===== src/rtl/uart_tx_csr_pkg.sv =====
// Shared definitions for the UART transmitter: FSM states, mirror layout, control codes.
// No logic of its own; constants and a packing helper only.
// Imported by uart_tx_csr and by anything that decodes mon_data_o.
package uart_tx_csr_pkg;

  typedef enum logic [1:0] {
    ST_IDLE  = 2'd0,
    ST_START = 2'd1,
    ST_DATA  = 2'd2,
    ST_STOP  = 2'd3
  } tx_state_e;

  // Completion strobe position inside the 32-bit mirror word.
  localparam int MON_STB_BIT = 31;

  // Control codes that must pass through the transmitter untouched.
  localparam logic [7:0] CHR_ESC = 8'h1b;
  localparam logic [7:0] CHR_EOT = 8'h04;
  localparam logic [7:0] CHR_LF  = 8'h0a;

  // Build the mirror word: strobe at MON_STB_BIT, byte in [7:0], all else zero.
  function automatic logic [31:0] mon_word(input logic stb, input logic [7:0] b);
    logic [31:0] w;
    w = '0;
    w[MON_STB_BIT] = stb;
    w[7:0] = b;
    return w;
  endfunction

endpackage


===== src/rtl/uart_tx_csr_sync_fifo.sv =====
// Single-clock FIFO with power-of-two depth and a registered occupancy count.
// Latency: a push is visible at the head on the cycle after the pushing edge.
// Backpressure: pushes while full and pops while empty are ignored.
module sync_fifo #(
  parameter int WIDTH = 8,
  parameter int DEPTH = 8
) (
  input  logic             clk_i,
  input  logic             rst_n_i,
  input  logic             push_i,
  input  logic [WIDTH-1:0] push_data_i,
  input  logic             pop_i,
  output logic [WIDTH-1:0] pop_data_o,
  output logic             full_o,
  output logic             empty_o
);

  localparam int AW = $clog2(DEPTH);
  localparam logic [AW:0]   CNT_ONE  = (AW+1)'(1);
  localparam logic [AW:0]   CNT_FULL = (AW+1)'(DEPTH);
  localparam logic [AW-1:0] PTR_ONE  = AW'(1);

  logic [WIDTH-1:0] mem_q [DEPTH];
  logic [AW-1:0]    wr_ptr_q, wr_ptr_d;
  logic [AW-1:0]    rd_ptr_q, rd_ptr_d;
  logic [AW:0]      cnt_q, cnt_d;
  logic             push_ok, pop_ok;

  assign full_o     = (cnt_q == CNT_FULL);
  assign empty_o    = (cnt_q == '0);
  assign push_ok    = push_i & ~full_o;
  assign pop_ok     = pop_i & ~empty_o;
  assign pop_data_o = mem_q[rd_ptr_q];

  // Pointer and occupancy next-state; pointers wrap naturally at DEPTH.
  always_comb begin
    wr_ptr_d = wr_ptr_q;
    rd_ptr_d = rd_ptr_q;
    cnt_d    = cnt_q;
    if (push_ok) wr_ptr_d = wr_ptr_q + PTR_ONE;
    if (pop_ok)  rd_ptr_d = rd_ptr_q + PTR_ONE;
    case ({push_ok, pop_ok})
      2'b10:   cnt_d = cnt_q + CNT_ONE;
      2'b01:   cnt_d = cnt_q - CNT_ONE;
      default: cnt_d = cnt_q;
    endcase
  end

  // Control state register; reset empties the FIFO without touching storage.
  always_ff @(posedge clk_i or negedge rst_n_i) begin
    if (!rst_n_i) begin
      wr_ptr_q <= '0;
      rd_ptr_q <= '0;
      cnt_q    <= '0;
    end else begin
      wr_ptr_q <= wr_ptr_d;
      rd_ptr_q <= rd_ptr_d;
      cnt_q    <= cnt_d;
    end
  end

  // Storage write; no reset needed since the pointers gate every read.
  always_ff @(posedge clk_i) begin
    if (push_ok) mem_q[wr_ptr_q] <= push_data_i;
  end

endmodule


===== src/rtl/uart_tx_csr.sv =====
// CSR-fed UART transmitter: FIFO-buffered bytes sent 8N1, LSB first, CLK_DIV cycles per bit.
// Latency: a write into an empty idle block drives the start bit from the next edge.
// Backpressure: wr_ready_o drops when the FIFO is full; writes then are dropped and set ovf_o.
module uart_tx_csr
  import uart_tx_csr_pkg::*;
#(
  parameter int CLK_DIV    = 16,
  parameter int FIFO_DEPTH = 8
) (
  input  logic        clk_i,
  input  logic        rst_n_i,
  input  logic        wr_en_i,
  input  logic [7:0]  wr_data_i,
  output logic        wr_ready_o,
  output logic        busy_o,
  output logic        ovf_o,
  output logic        txd_o,
  output logic [31:0] mon_data_o
);

  localparam logic [15:0] BIT_RELOAD = 16'(CLK_DIV - 1);

  tx_state_e   state_q, state_d;
  logic [15:0] cnt_q, cnt_d;
  logic [2:0]  bit_q, bit_d;
  logic [7:0]  shift_q, shift_d;
  logic [7:0]  byte_q, byte_d;
  logic [7:0]  mon_byte_q, mon_byte_d;
  logic        txd_q, txd_d;
  logic        stb_q, stb_d;
  logic        ovf_q, ovf_d;

  logic        fifo_full, fifo_empty, fifo_pop, load;
  logic [7:0]  fifo_dout;
  logic        bit_end;

  sync_fifo #(.WIDTH(8), .DEPTH(FIFO_DEPTH)) u_fifo (
    .clk_i       (clk_i),
    .rst_n_i     (rst_n_i),
    .push_i      (wr_en_i),
    .push_data_i (wr_data_i),
    .pop_i       (fifo_pop),
    .pop_data_o  (fifo_dout),
    .full_o      (fifo_full),
    .empty_o     (fifo_empty)
  );

  assign wr_ready_o = ~fifo_full;
  assign busy_o     = ~fifo_empty | (state_q != ST_IDLE);
  assign ovf_o      = ovf_q;
  assign txd_o      = txd_q;
  assign mon_data_o = mon_word(stb_q, mon_byte_q);
  assign bit_end    = (cnt_q == '0);
  // A write refused for lack of space is lost even if a pop frees room this cycle.
  assign ovf_d      = ovf_q | (wr_en_i & fifo_full);

  // Frame sequencing: bit timing, shifting, and back-to-back frame loading.
  always_comb begin
    state_d    = state_q;
    cnt_d      = cnt_q;
    bit_d      = bit_q;
    shift_d    = shift_q;
    byte_d     = byte_q;
    mon_byte_d = mon_byte_q;
    txd_d      = txd_q;
    stb_d      = 1'b0;
    fifo_pop   = 1'b0;
    load       = 1'b0;
    case (state_q)
      ST_IDLE: begin
        txd_d = 1'b1;
        load  = ~fifo_empty;
      end
      ST_START: begin
        if (bit_end) begin
          state_d = ST_DATA;
          cnt_d   = BIT_RELOAD;
          bit_d   = 3'd0;
          txd_d   = shift_q[0];
        end else begin
          cnt_d = cnt_q - 16'd1;
        end
      end
      ST_DATA: begin
        if (bit_end) begin
          cnt_d = BIT_RELOAD;
          if (bit_q == 3'd7) begin
            state_d = ST_STOP;
            txd_d   = 1'b1;
          end else begin
            bit_d   = bit_q + 3'd1;
            shift_d = shift_q >> 1;
            txd_d   = shift_q[1];
          end
        end else begin
          cnt_d = cnt_q - 16'd1;
        end
      end
      ST_STOP: begin
        if (bit_end) begin
          stb_d      = 1'b1;
          mon_byte_d = byte_q;
          state_d    = ST_IDLE;
          cnt_d      = '0;
          load       = ~fifo_empty;
        end else begin
          cnt_d = cnt_q - 16'd1;
        end
      end
      default: state_d = ST_IDLE;
    endcase
    // Starting a frame: pop the head byte and drive the start bit right away.
    if (load) begin
      fifo_pop = 1'b1;
      state_d  = ST_START;
      cnt_d    = BIT_RELOAD;
      byte_d   = fifo_dout;
      shift_d  = fifo_dout;
      txd_d    = 1'b0;
    end
  end

  // State register; reset aborts any frame with the line forced idle.
  always_ff @(posedge clk_i or negedge rst_n_i) begin
    if (!rst_n_i) begin
      state_q    <= ST_IDLE;
      cnt_q      <= '0;
      bit_q      <= '0;
      shift_q    <= '0;
      byte_q     <= '0;
      mon_byte_q <= '0;
      txd_q      <= 1'b1;
      stb_q      <= 1'b0;
      ovf_q      <= 1'b0;
    end else begin
      state_q    <= state_d;
      cnt_q      <= cnt_d;
      bit_q      <= bit_d;
      shift_q    <= shift_d;
      byte_q     <= byte_d;
      mon_byte_q <= mon_byte_d;
      txd_q      <= txd_d;
      stb_q      <= stb_d;
      ovf_q      <= ovf_d;
    end
  end

endmodule


===== config.mk =====
export PLATFORM = sky130hd
export DESIGN_NAME = uart_tx_csr
export DESIGN_NICKNAME = d
export VERILOG_FILES = /design/src/rtl/uart_tx_csr_pkg.sv /design/src/rtl/uart_tx_csr_sync_fifo.sv /design/src/rtl/uart_tx_csr.sv
export SDC_FILE = /design/constraint.sdc
export NUM_CORES = 1
export LEC_CHECK = 0
export BUFFER_PORTS_ARGS = -buffer_cell sky130_fd_sc_hd__buf_4
export CAP_MARGIN = 20
export CORE_ASPECT_RATIO = 0.7
export CORE_MARGIN = 2
export CORE_UTILIZATION = 30
export CTS_BUF_LIST = sky130_fd_sc_hd__clkbuf_16
export DETAILED_ROUTE_END_ITERATION = 6
export GPL_TIMING_DRIVEN = 1
export PLACE_DENSITY_LB_ADDON = 0.15
export SKIP_CTS_REPAIR_TIMING = 1
export SKIP_LAST_GASP = 1
export SYNTH_ARGS = -nofsm -noshare
export SYNTH_HDL_FRONTEND = slang
export SYNTH_SLANG_ARGS = --single-unit

===== constraint.sdc =====
create_clock -name clk_i -period 4.35 [get_ports clk_i]
set_input_delay 1.0875 -clock clk_i [delete_from_list [all_inputs] [get_ports clk_i]]
set_output_delay 1.0875 -clock clk_i [all_outputs]
set_load 0.005 [all_outputs]

==> results.py <==
metrics = {
    "clock_tree": {
        "cts.sinks": 122,
        "htreeDepth": 4,
        "worstSkewPairLatency_ps": 410,
        "cts-buffers-inserted": 17,
        "cts_buffer_depth": 2,
        "cts-root-buf": "clkbuf_16",
        "path_clk_slew_ps": 60,
        "cts_tree": "built",
    },
    "yosys": {
        "synth-seq-cells": 122,
        "synth_area_per_cell_sq_um": 13.5,
        "synth_top_area_share": 0.344,
        "synth_area_leaders": "edfxtp_1, dfrtp_1, mux4_2",
        "synth-edff-count": 64,
        "synth_most_common_cell": "edfxtp_1",
        "netlist_instances": 415,
        "yosys.area.top_type": "edfxtp_1",
        "ys.warnings.count": 0,
        "async_reset_ff_frac": 0.475,
        "yosysSeqAreaShare": 0.603,
        "yosysUniqueCellTypes": 56,
        "synth_common_cells": "edfxtp_1, dfrtp_1, nand2_1",
        "synth_flop_cell": "edfxtp_1",
        "syn_area_sq_mm": 0.00559,
    },
    "worst_setup_path": {
        "crit_arrival_ps": 3850,
        "reg2reg_depth": 14,
        "slowest_stage": "dfrtp_1",
        "worstSetupEndpointType": "flip-flop",
        "cp-endpoint": "u_fifo.cnt_q[2]",
        "cp-start-kind": "flip-flop",
        "reg2reg_slack_ps": 780,
        "reg2reg_from": "cnt_q[0]",
        "crit_fanout": 12,
        "critPathRequiredTime_ps": 4630,
        "path_class": "reg2reg",
        "cpPeakStageDelay_ps": 420,
        "reg2reg_to": "u_fifo.cnt_q[2]",
        "startpoint": "cnt_q[0]",
        "crit_chain": "inv_1 -> ha_1 -> nor4b_2 -> and4_1 -> a21o_1 -> nand2_4 -> inv_1 -> ha_1 -> xor2_1 -> ha_1 -> a21oi_1 -> xor2_1 -> nor2_1 -> xor2_1",
    },
    "power_and_ir_drop": {
        "power_frac_comb": 0.283,
        "p_sw_frac": 0.332,
        "p_sw_mw": 1.48,
        "p_int_mw": 2.99,
        "p_seq_frac": 0.408,
        "powerDensity_mw_per_mm2": 691,
        "p_clk_frac": 0.309,
        "leakage_nw": 2.61,
        "peakVddDrop_mv": 0.347,
    },
    "run_status": {
        "violations": "design-rule violations",
        "status": "finished, violations left",
    },
    "sta": {
        "period_share": 0.821,
        "final_hold_viol_count": 0,
        "tns_ps": 0,
        "tightest_slew_ps": 988,
        "min_period_ps": 3570,
        "rsz0062_at_grt": "false",
        "drv_slew": 0,
        "setup_violations": 0,
        "max_freq_mhz": 280,
        "finalClockSkew_ps": 9.09,
        "slew_headroom": 0.339,
    },
    "global_route": {
        "track_usage": 0.122,
        "grt_pass1_wl_um": 18300,
        "grt_start_max_net_pins": 59,
        "antenna_found_initial": 0,
        "grt_overflow": 0,
        "first_global_vias": 3222,
    },
    "detailed_routing": {
        "wl_met1_um": 5820,
        "wl_met2_um": 4810,
        "dr_total_vias": 3163,
        "wl_met3_um": 551,
        "top_layer": "met4",
        "drc": 8,
        "wl_per_cell_um": 16.3,
        "vias_per_cell": 4.58,
        "postRouteAntennaNets": 0,
        "drt_wl_total_um": 11300,
        "first_iter_violations": 213,
        "dr.pass1.iters": 7,
    },
    "job": {
        "drv_cap": 0,
    },
    "placed_design": {
        "routabilityCongestion": 0.759,
        "io_buffers": 23,
        "dpl.cell_count": 659,
        "dp.final_hpwl_um": 7570,
    },
    "floorplanning": {
        "die_x_um": 167,
        "die_y_um": 118,
        "num_rows": 41,
        "die_area_sq_mm": 0.0198,
        "io_pins": 47,
        "initial_core_util": 0.308,
        "core_sq_mm": 0.0182,
    },
    "layout": {
        "drive_gt1_frac": 0.207,
        "diodes": 0,
        "stdcell_count": 691,
        "fin_nets": 467,
        "synthToLayoutAreaGrowth_pct": 15.9,
    },
    "hold_path": {
        "hp-class": "reg2reg",
    },
}
worst min-delay path by stage:
| stage | slack, ps | cells past startpoint | end | startpoint |
|---|---|---|---|---|
| finish | 470 | 2 | mon_byte_q[7] | mon_byte_q[7] |
| global placement | 450 | 2 | mon_byte_q[2] | mon_byte_q[2] |
| detailed placement | 460 | 2 | mon_byte_q[7] | mon_byte_q[7] |
| CTS | 470 | 2 | mon_byte_q[7] | mon_byte_q[7] |
| floorplan | 450 | 2 | mon_byte_q[7] | byte_q[7] |
| global route | 500 | 2 | mon_byte_q[7] | mon_byte_q[7] |
power groups by stage:
| stage | Combinational, mW | Sequential, mW | Clock [mW] |
|---|---|---|---|
| after floorplan | 1.05 | 1.70 | 0 |
| after global placement | 1.28 | 1.84 | 0 |
| after detailed placement | 1.28 | 1.85 | 0 |
| after CTS | 1.29 | 1.83 | 1.42 |
| after global routing | 1.43 | 1.87 | 1.47 |
| final | 1.27 | 1.83 | 1.38 |
layer usage:
metal,vias to the layer above,global-route usage
met3,9,0.0392
met4,0,0.0375
met1,1544,0.178
met5,-,0
li1,1521,-
met2,89,0.173
critical path: cells and delay by family, from the launching register on:
| kind | cells | cell delay, ps |
|---|---|---|
| buffers and inverters | 2 | 440 |
| adder cells (fa/ha/maj) | 3 | 700 |
| flip-flops | 1 | 420 |
| AND/OR/NAND/NOR | 4 | 930 |
| AO/OA/AOI/OAI | 2 | 560 |
| XOR/XNOR | 3 | 390 |
registers in the layout, indices dropped and copies added, names as in the netlist:
| signal | count |
|---|---|
| bit_q | 3 |
| byte_q | 8 |
| cnt_q | 16 |
| mon_byte_q | 8 |
| ovf_o | 1 |
| shift_q | 8 |
| state_q | 2 |
| stb_q | 1 |
| txd_o | 1 |
| u_fifo.cnt_q | 4 |
| u_fifo.mem_q | 64 |
| u_fifo.rd_ptr_q | 3 |
| u_fifo.wr_ptr_q | 3 |
placed cells by master, fill, tap and decap left out, types with 4 or more instances in the layout:
cell        count
a22o_1          5
mux4_2         16
a21oi_1        23
nor3_1          9
conb_1         23
clkbuf_16      17
xnor2_1        13
or2_2           5
clkinv_1        4
nor2_1         33
xor2_1          7
inv_1           5
mux2_2          5
ha_1           14
mux2i_1        23
edfxtp_1       64
o21ai_0         7
nand2_1        39
buf_4          27
nand3_1         4
dfrtp_1        57
clkinvlp_4      5
metrics by stage:
stage	utilization	power, mW	cell area [sq um]	hold slack (ps)	worst slack, ps
finish	0.357	4.48	6480	466	781
global route	0.357	4.77	6480	497	467
CTS	0.357	4.54	6480	473	763
detailed placement	0.325	3.13	5900	459	766
global placement	0.325	3.12	5900	450	953
floorplan	-	2.75	5670	446	1490
layout make-up:
class	count	area, sq um
Timing Repair Buffer	27	203
Clock inverter	15	158
Multi-Input combinational cell	268	2000
Fill cell	1763	11700
Inverter	6	22.5
Sequential cell	122	3370
Tap cell	236	295
Clock buffer	17	425
kinds of logic (layout without fill, tap and decap cells):
family                   count (synthesis)  in the layout  share of synthesized area
flip-flops                             122            122                      0.603
AND/OR/NAND/NOR                        114            114                      0.102
AO/OA/AOI/OAI                           53             53                     0.0611
buffers and inverters                   47             65                     0.0544
multiplexers                            44             44                      0.116
XOR/XNOR                                20             20                     0.0313
adder cells (fa/ha/maj)                 14             14                     0.0313
other                                    1             23                   0.000671
Power figures use the tool's default switching activity.
